[src/rtl/uart_tx_ctrl.sv]
// uart_tx_ctrl: pops bytes from the SDRAM read FIFO and sends each one on
// rs232_tx as an 8N1 frame (start bit, 8 data bits LSB first, stop bit).
//
// Ports:
//   clk            system clock
//   rst            asynchronous reset, active-high
//   tx_en          permits starting a new frame
//   rfifo_empty    read FIFO empty flag
//   rfifo_rd_data  read FIFO data, valid the cycle after rfifo_rd_en
//   rfifo_rd_en    read FIFO pop strobe, one-cycle pulse per frame
//   rs232_tx       serial line, idle high
//   tx_busy        high from leaving IDLE until the stop bit completes
//   tx_done        one-cycle pulse at the end of each stop bit
module uart_tx_ctrl #(
  parameter int unsigned BAUD_END = 5208,
  parameter int unsigned BIT_END  = 10
) (
  input  logic       clk,
  input  logic       rst,
  input  logic       tx_en,
  input  logic       rfifo_empty,
  input  logic [7:0] rfifo_rd_data,
  output logic       rfifo_rd_en,
  output logic       rs232_tx,
  output logic       tx_busy,
  output logic       tx_done
);

  localparam int unsigned BAUD_W = (BAUD_END > 1) ? $clog2(BAUD_END) : 1;
  localparam int unsigned BIT_W  = 4;
  localparam int unsigned DATA_W = 8;

  localparam logic [BAUD_W-1:0] BAUD_LAST = BAUD_W'(BAUD_END - 1);
  localparam logic [BIT_W-1:0]  BIT_LAST  = BIT_W'(BIT_END - 1);
  // bit_cnt value whose wrap launches the stop bit; lower values launch data bits
  localparam logic [BIT_W-1:0]  STOP_FROM = BIT_W'(BIT_END - 2);

  typedef enum logic [1:0] {
    ST_IDLE,
    ST_RD,
    ST_LATCH,
    ST_SEND
  } state_e;

  state_e              state_q,    state_d;
  logic [BAUD_W-1:0]   baud_cnt_q, baud_cnt_d;
  logic [BIT_W-1:0]    bit_cnt_q,  bit_cnt_d;
  logic [DATA_W-1:0]   shift_q,    shift_d;
  logic                rd_en_q,    rd_en_d;
  logic                tx_q,       tx_d;
  logic                busy_q,     busy_d;
  logic                done_q,     done_d;

  // State and output registers
  always_ff @(posedge clk or posedge rst) begin
    if (rst) begin
      state_q    <= ST_IDLE;
      baud_cnt_q <= '0;
      bit_cnt_q  <= '0;
      shift_q    <= '0;
      rd_en_q    <= 1'b0;
      tx_q       <= 1'b1;
      busy_q     <= 1'b0;
      done_q     <= 1'b0;
    end else begin
      state_q    <= state_d;
      baud_cnt_q <= baud_cnt_d;
      bit_cnt_q  <= bit_cnt_d;
      shift_q    <= shift_d;
      rd_en_q    <= rd_en_d;
      tx_q       <= tx_d;
      busy_q     <= busy_d;
      done_q     <= done_d;
    end
  end

  // Next-state and next-output logic
  always_comb begin
    state_d    = state_q;
    baud_cnt_d = baud_cnt_q;
    bit_cnt_d  = bit_cnt_q;
    shift_d    = shift_q;
    rd_en_d    = 1'b0;
    tx_d       = tx_q;
    busy_d     = busy_q;
    done_d     = 1'b0;

    case (state_q)
      ST_IDLE: begin
        tx_d = 1'b1;
        if (tx_en && !rfifo_empty) begin
          state_d = ST_RD;
          rd_en_d = 1'b1;
          busy_d  = 1'b1;
        end
      end

      // FIFO output is not valid until the cycle after the pop
      ST_RD: begin
        state_d = ST_LATCH;
      end

      ST_LATCH: begin
        shift_d    = rfifo_rd_data;
        tx_d       = 1'b0;
        baud_cnt_d = '0;
        bit_cnt_d  = '0;
        state_d    = ST_SEND;
      end

      ST_SEND: begin
        if (baud_cnt_q == BAUD_LAST) begin
          baud_cnt_d = '0;
          if (bit_cnt_q == BIT_LAST) begin
            done_d    = 1'b1;
            busy_d    = 1'b0;
            tx_d      = 1'b1;
            bit_cnt_d = '0;
            state_d   = ST_IDLE;
          end else begin
            bit_cnt_d = bit_cnt_q + BIT_W'(1);
            // data leaves LSB first by shifting right one bit per wrap
            if (bit_cnt_q < STOP_FROM) begin
              tx_d    = shift_q[0];
              shift_d = {1'b0, shift_q[DATA_W-1:1]};
            end else begin
              tx_d    = 1'b1;
            end
          end
        end else begin
          baud_cnt_d = baud_cnt_q + BAUD_W'(1);
        end
      end

      default: begin
        state_d = ST_IDLE;
      end
    endcase
  end

  assign rfifo_rd_en = rd_en_q;
  assign rs232_tx    = tx_q;
  assign tx_busy     = busy_q;
  assign tx_done     = done_q;

endmodule

[config.mk]
export PLATFORM = sky130hd
export DESIGN_NAME = uart_tx_ctrl
export DESIGN_NICKNAME = d
export VERILOG_FILES = /design/src/rtl/uart_tx_ctrl.sv
export SDC_FILE = /design/constraint.sdc
export NUM_CORES = 1
export LEC_CHECK = 0
export CORE_MARGIN = 4
export CORE_UTILIZATION = 40
export CTS_CLUSTER_DIAMETER = 120
export DETAILED_ROUTE_END_ITERATION = 7
export HOLD_SLACK_MARGIN = 0.1
export PLACE_DENSITY = 0.63
export SLEW_MARGIN = 5
export SYNTH_ARGS = -nofsm -noshare
export SYNTH_HDL_FRONTEND = slang
export SYNTH_SLANG_ARGS = --single-unit
export TNS_END_PERCENT = 30
[constraint.sdc]
create_clock -name clk -period 2.1 [get_ports clk]
set_input_delay 0.21 -clock clk [delete_from_list [all_inputs] [get_ports clk]]
set_output_delay 0.21 -clock clk [all_outputs]
set_load 0.01 [all_outputs]
# Word level (Yosys, flattened, before mapping)
# Cells that the tools add are included.
dict set report classes {
  bitwise_logic 0
  n_lt_le_gt_ge 1
  mul 0
  n_eq_ne 10
  n_reduce_logical 11
  muxes 26
  add_sub_neg 2
  n_div 0
  n_shift 0
}
# operator count
set op_table {}
lappend op_table {{13-bit case mux with 2 select lines} 1}
lappend op_table {{8-bit 2-to-1 mux} 3}
lappend op_table {{8-bit case mux with 2 select lines} 1}
lappend op_table {{13-bit by 1-bit adder with 13-bit output (second input constant)} 1}
lappend op_table {{13-bit equality test (second input constant)} 1}
lappend op_table {{13-bit 2-to-1 mux} 1}
lappend op_table {{1-bit 2-to-1 mux} 11}
lappend op_table {{2-bit inequality test (second input constant)} 5}
lappend op_table {{4-bit 2-to-1 mux} 2}
lappend op_table {{2-bit case mux with 4 select lines} 1}
lappend op_table {{4-bit case mux with 2 select lines} 1}
lappend op_table {{4-bit AND reduction} 2}
lappend op_table {{2-bit 2-to-1 mux} 3}
lappend op_table {{4-bit by 1-bit adder with 4-bit output (second input constant)} 1}
lappend op_table {{2-bit equality test (second input constant)} 2}
lappend op_table {{4-bit equality test (second input constant)} 1}
lappend op_table {{4-bit < comparator (second input constant)} 1}
lappend op_table {{2-bit AND reduction} 2}
lappend op_table {{2-bit nonzero test} 2}
lappend op_table {{1-bit case mux with 3 select lines} 1}
lappend op_table {{3-bit AND reduction} 1}
lappend op_table {{3-bit nonzero test} 1}
lappend op_table {{2-bit by 1-bit equality test with 1-bit output (second input constant)} 1}
lappend op_table {{2-bit logical NOT} 1}
lappend op_table {{3 further kinds} 3}
dict set report totals {
  inputBits 12
  ramBits 0
  mem_bits_ro 0
  output_inout_bits 4
  reg_bits 31
  latchBits 0
  elab_cells 58
  mem_count 0
}

# Logic depth before layout (Yosys ltp)
dict set report logic_depth {
  word_depth 5
  ltp_mapped 7
  ltp_nobuf 6
}

# Least setup slack after synthesis
# No wires, ideal clock.
dict set report synth_timing {
  kind {register -> register}
  start {register baud_cnt_q[0]}
  end {register baud_cnt_q[5]}
  path_stages_with_launch 7
  path_slack_ns 0.413
  arrival_time_ns 1.618
  n_path_buf 1
  cell_sequence {dfrtp_1 > ha_1 > and4_1 > a31o_2 > buf_2 > or3_1 > nand3_1}
}
dict set report synth_between {
  elab_chain_len 3
  elab_cells_between_ends 4
  classes_between {add/sub (1); eq/ne (1); mux (2)}
}
# element line_no
set synth_rtl {}
lappend synth_rtl {{from (decl)} 46} ;# logic [BAUD_W-1:0] baud_cnt_q, baud_cnt_d;
lappend synth_rtl {{from (signal assigned)} 67} ;# baud_cnt_q <= baud_cnt_d;
lappend synth_rtl {{13-bit by 1-bit adder with 13-bit output / 13-bit equality test (equally long branches)} {131, 112}}
lappend synth_rtl {{13-bit 2-to-1 mux *} 112} ;# if (baud_cnt_q == BAUD_LAST) begin
lappend synth_rtl {{13-bit case mux with 2 select lines *} 88} ;# case (state_q)
# Mark *: on every way between the ends. The rest lies on a longest branch, timed or not.
# A chain may end at the register's enable or synchronous reset.

# Worst setup path after layout
dict set report layout_timing {
  start {register baud_cnt_q[0]}
  end {register shift_q[0]}
}
dict set report layout_between {
  elab_chain_len 3
}
# element line_no
set layout_rtl {}
lappend layout_rtl {{13-bit equality test} 112}
lappend layout_rtl {{2-bit inequality test (no line)} -}
lappend layout_rtl {{4-bit AND reduction (no line)} -}
lappend layout_rtl {{to (signal assigned)} 69} ;# shift_q <= shift_d;
lappend layout_rtl {{to (decl)} 48} ;# logic [DATA_W-1:0] shift_q, shift_d;
# No other way between the ends.

==> key figures <==
Detailed routing
  – Iteration-0 DRC Markers: 112
  – Average wire per standard cell: 14.6 um
  – Number of antenna-violating nets in the routed design: 0
  – Total routed wirelength: approximately 3600 um
  – Routed via count: around 1300
  – Vias per std cell: 5.45
  – DRC: 0
  – Pre-Repair DR Iteration Count: 4

Status
  – Outcome: completed

Layout
  – Footprint of the multi-input gates: approximately 850 sq um
  – Number of nets in the layout: around 210
  – Layout-stage area growth over the synthesis result: 19.5%
  – Filler Cells Inserted: about 360
  – FF+latch area: 777 sq um
  – Final core utilization: roughly 50%
  – Post-route cell area: roughly 2000 sq um
  – Share of layout cells above drive strength 1: between 10% and 20%
  – Final antenna diode count: 0

STA
  – Setup total negative slack: 0 ns
  – Ratio of final minimum period to clock period: just under 90%
  – Final count of pins violating max slew: 0
  – Worst-Margin Slew: roughly 0.40 ns
  – Unrepaired setup endpoints after global routing: no
  – Max-Slew Margin vs Limit: 73.3%
  – Final setup fails: 0
  – Final critical delay including setup and external delays: 1.87 ns
  – Worst clock skew: roughly 0.0065 ns
  – Final Hold Violating Endpoints: 0
  – Top achievable clock speed: about 540 MHz

Logic synthesis
  – Mapped Cells: 170
  – Simple-gate share of the synthesized area: 21.1%
  – Warnings from Yosys: 0
  – Number of nets produced by synthesis: 189
  – Share of the yosys chip area belonging to registers: between 40% and 50%
  – Netlist area before placement: 1710 sq um
  – Number of distinct library cells after synthesis: 40
  – FF+latch count, synth: 31
  – Post-synthesis adder-cell area fraction: under 10%
  – Dominant combinational cell family by area after synthesis: simple AND/OR/NAND/NOR gates
  – Synth Area in XOR/XNOR: 0.512%
  – Proportion of synthesized area in mux cells: between 10% and 20%
  – Per-instance average area after synthesis: about 10 sq um
  – Compound-gate portion of the synthesized area: 12.3%

Placement
  – Port buffer count: 15
  – Placement-stage cell area: just under 2000 sq um
  – Post-DP HPWL: between 2000 and 3000 um
  – Placer Congestion: about 0.76

Clock network
  – Clock insertion delay at the later pin of the skew report: between 0.2 and 0.3 ns
  – Worst-case clock buffer depth: 2
  – Clock-pin transition on the worst setup and hold timing paths: 0.07 ns
  – Total number of H-tree levels: 2
  – Clock tree from TritonCTS: yes
  – Clock Sink Count: 31
  – Hold-fix buffers, CTS: 0
  – Buffer cell driving the clock tree root: sky130_fd_sc_hd__clkbuf_8
  – Count of instances resized after the clock tree is built: 0
  – Clock buffer count from CTS: 5
  – Setup Fix Bufs, Post-CTS: 0

Floorplan
  – Num ports: 16
  – Die Height: about 73 um
  – Area of the placeable core: around 4100 sq um
  – Die Outline Area: between 5000 and 6000 sq um
  – Horizontal die dimension: between 70 and 80 um
  – Number of cell rows: 23
  – Initial core utilization: between 40% and 50%

Setup path
  – Req. time, crit path: ~2.3 ns
  – Crit start category: register
  – Worst endpoint data arrival time: around 2.0 ns
  – CP peak stage delay: roughly 0.41 ns
  – Chain of cells forming the critical path: ha_1 -> and4_1 -> nand3_2 -> o21ai_4 -> mux2_2
  – WS Path Type: register to register
  – Critical Path Sink Type: register
  – CP max FO: 9
  – Critical-path cell with the highest stage delay: sky130_fd_sc_hd__dfrtp_1

Power
  – Overall Power: roughly 0.0011 W
  – PD cells: about 560 nW/um^2
  – Worst ir drop on vdd: between 0.0002 and 0.0003 V
  – Static leakage: a little under 0.9 nW

Global routing
  – GRT Total Usage: between 10% and 20%
  – Via count of the first global-routing pass: between 1000 and 1500
  – Wire length of the first global-routing pass: between 6000 and 7000 um
  – Largest net degree at the start of global routing: 32
  – Congestion Overflow GR: 0
  – Number of antenna violations at the first check in global routing: 0

Job
  – Max_cap viols: 0

Min path
  – Path type of the worst min-delay path: input pin to async pin
## flip-flops by register name, indices dropped and copies added, names as in the netlist
register	cells
baud_cnt_q	13
bit_cnt_q	4
rfifo_rd_en	1
rs232_tx	1
shift_q	8
state_q	2
tx_busy	1
tx_done	1
## cells by family (layout without fill, tap and decap cells)
kind of cell | after synthesis | in the layout
AOI/OAI and AO/OA | 31 | 31
xor gates and xnor gates | 1 | 1
adders and majority gates | 7 | 7
buffers and inverters | 20 | 45
DFF | 31 | 31
muxes | 16 | 16
and+or+nand+nor | 64 | 64
## routing by layer
layer / wire [um] / GRT usage (%) / vias up
li1: - / - / 654
met1: 1640 / 19.8 / 643
met2: 1710 / 24.0 / 34
met3: 184 / 6.16 / 5
met4: 42 / 4.83 / 0
met5: 0 / 0 / -
## power breakdown
group / leakage [nW] / switching [W] / internal, W / total (W)
registers: 0.377 / 0.00000426 / 0.000605 / 0.000609
logic: 0.463 / 0.0000184 / 0.0000299 / 0.0000483
clock network: 0.0482 / 0.000220 / 0.000264 / 0.000484
total: 0.888 / 0.000242 / 0.000899 / 0.00114
## layout make-up
type | instances | share of cell area, %
Multi-Input combinational cell | 119 | 41.4
Sequential cell | 31 | 38.0
Timing Repair Buffer | 24 | 10.6
Clock buffer | 7 | 4.22
Tap cell | 50 | 3.06
Inverter | 13 | 2.39
Clock inverter | 1 | 0.245
## final timing paths
check	start	to	slack (ns)	depth (start not counted)
min in group clk	shift_q[6]$_DFFE_PP0P_	shift_q[6]$_DFFE_PP0P_	0.51	1
max reg2reg	baud_cnt_q[0]$_DFFE_PP0P_	shift_q[0]$_DFFE_PP0P_	0.23	5
max	baud_cnt_q[0]$_DFFE_PP0P_	shift_q[0]$_DFFE_PP0P_	0.23	5
max in group asynchronous	rst	rs232_tx$_DFFE_PP1P_	1.47	3
min	rst	baud_cnt_q[6]$_DFFE_PP0P_	0.31	3
min reg2reg	shift_q[6]$_DFFE_PP0P_	shift_q[6]$_DFFE_PP0P_	0.51	1
## metrics by stage
stage | std cells | hold slack [ns] | setup WS, ns
after floorplan | 170 | 0.313 | 0.413
after global placement | 237 | 0.488 | 0.299
after detailed placement | 237 | 0.498 | 0.242
after CTS | 245 | 0.321 | 0.230
after global routing | 245 | 0.336 | 0.122
final | 245 | 0.311 | 0.233
## cell usage in the layout (no fill, tap or decap), types with 2 or more instances in the layout
| cell | count |
|---|---|
| sky130_fd_sc_hd__o211ai_1 | 4 |
| sky130_fd_sc_hd__dfrtp_1 | 30 |
| sky130_fd_sc_hd__nand2_1 | 17 |
| sky130_fd_sc_hd__ha_1 | 7 |
| sky130_fd_sc_hd__mux2_2 | 15 |
| sky130_fd_sc_hd__or4_1 | 2 |
| sky130_fd_sc_hd__nand3_1 | 17 |
| sky130_fd_sc_hd__clkbuf_8 | 6 |
| sky130_fd_sc_hd__a21oi_1 | 6 |
| sky130_fd_sc_hd__a22o_1 | 2 |
| sky130_fd_sc_hd__inv_1 | 13 |
| sky130_fd_sc_hd__clkdlybuf4s50_1 | 15 |
| sky130_fd_sc_hd__nor2_1 | 8 |
| sky130_fd_sc_hd__o22ai_1 | 3 |
| sky130_fd_sc_hd__or3_1 | 4 |
| sky130_fd_sc_hd__o21ai_0 | 8 |
| sky130_fd_sc_hd__buf_4 | 9 |
| sky130_fd_sc_hd__nand2b_1 | 2 |
| sky130_fd_sc_hd__nor3_1 | 4 |
| sky130_fd_sc_hd__nand3b_1 | 2 |
## cell usage after synthesis
cell type	n	share of area, %
sky130_fd_sc_hd__a21boi_0	1	0.44
sky130_fd_sc_hd__a21o_1	1	0.44
sky130_fd_sc_hd__a21oi_1	6	1.8
sky130_fd_sc_hd__a22o_1	2	1.0
sky130_fd_sc_hd__a31o_2	1	0.51
sky130_fd_sc_hd__a31oi_1	1	0.37
sky130_fd_sc_hd__a32o_1	1	0.59
sky130_fd_sc_hd__and3_1	1	0.37
sky130_fd_sc_hd__and4_1	1	0.51
sky130_fd_sc_hd__and4_4	1	0.66
sky130_fd_sc_hd__buf_1	1	0.22
sky130_fd_sc_hd__buf_2	3	0.88
sky130_fd_sc_hd__buf_6	1	0.66
sky130_fd_sc_hd__clkbuf_1	2	0.44
sky130_fd_sc_hd__dfrtp_1	30	44
sky130_fd_sc_hd__dfstp_2	1	1.5
sky130_fd_sc_hd__ha_1	7	5.1
sky130_fd_sc_hd__inv_1	13	2.9
sky130_fd_sc_hd__mux2_2	15	9.9
sky130_fd_sc_hd__mux2i_1	1	0.59
sky130_fd_sc_hd__nand2_1	17	3.7
sky130_fd_sc_hd__nand2b_1	2	0.73
sky130_fd_sc_hd__nand3_1	17	5.0
sky130_fd_sc_hd__nand3_2	1	0.59
sky130_fd_sc_hd__nand3b_1	2	0.88
sky130_fd_sc_hd__nand4_1	1	0.37
sky130_fd_sc_hd__nor2_1	8	1.8
sky130_fd_sc_hd__nor3_1	4	1.2
sky130_fd_sc_hd__nor4_1	1	0.37
sky130_fd_sc_hd__nor4_4	1	1.2
sky130_fd_sc_hd__nor4bb_4	1	1.5
sky130_fd_sc_hd__o211ai_1	4	1.8
sky130_fd_sc_hd__o21ai_0	8	2.3
sky130_fd_sc_hd__o21ai_4	1	0.95
sky130_fd_sc_hd__o22ai_1	3	1.1
sky130_fd_sc_hd__o311ai_0	1	0.51
sky130_fd_sc_hd__o41ai_1	1	0.51
sky130_fd_sc_hd__or3_1	4	1.5
sky130_fd_sc_hd__or4_1	2	0.88
sky130_fd_sc_hd__xnor2_1	1	0.51
## critical path: cells and delay by family, from the launching register on
| family | cells | cell delay (ns) |
|---|---|---|
| AO/OA/AOI/OAI | 1 | 0.34 |
| adder cells (fa/ha/maj) | 1 | 0.25 |
| flip-flops | 1 | 0.41 |
| multiplexers | 1 | 0.38 |
| AND/OR/NAND/NOR | 2 | 0.36 |
Power figures use the tool's default switching activity.
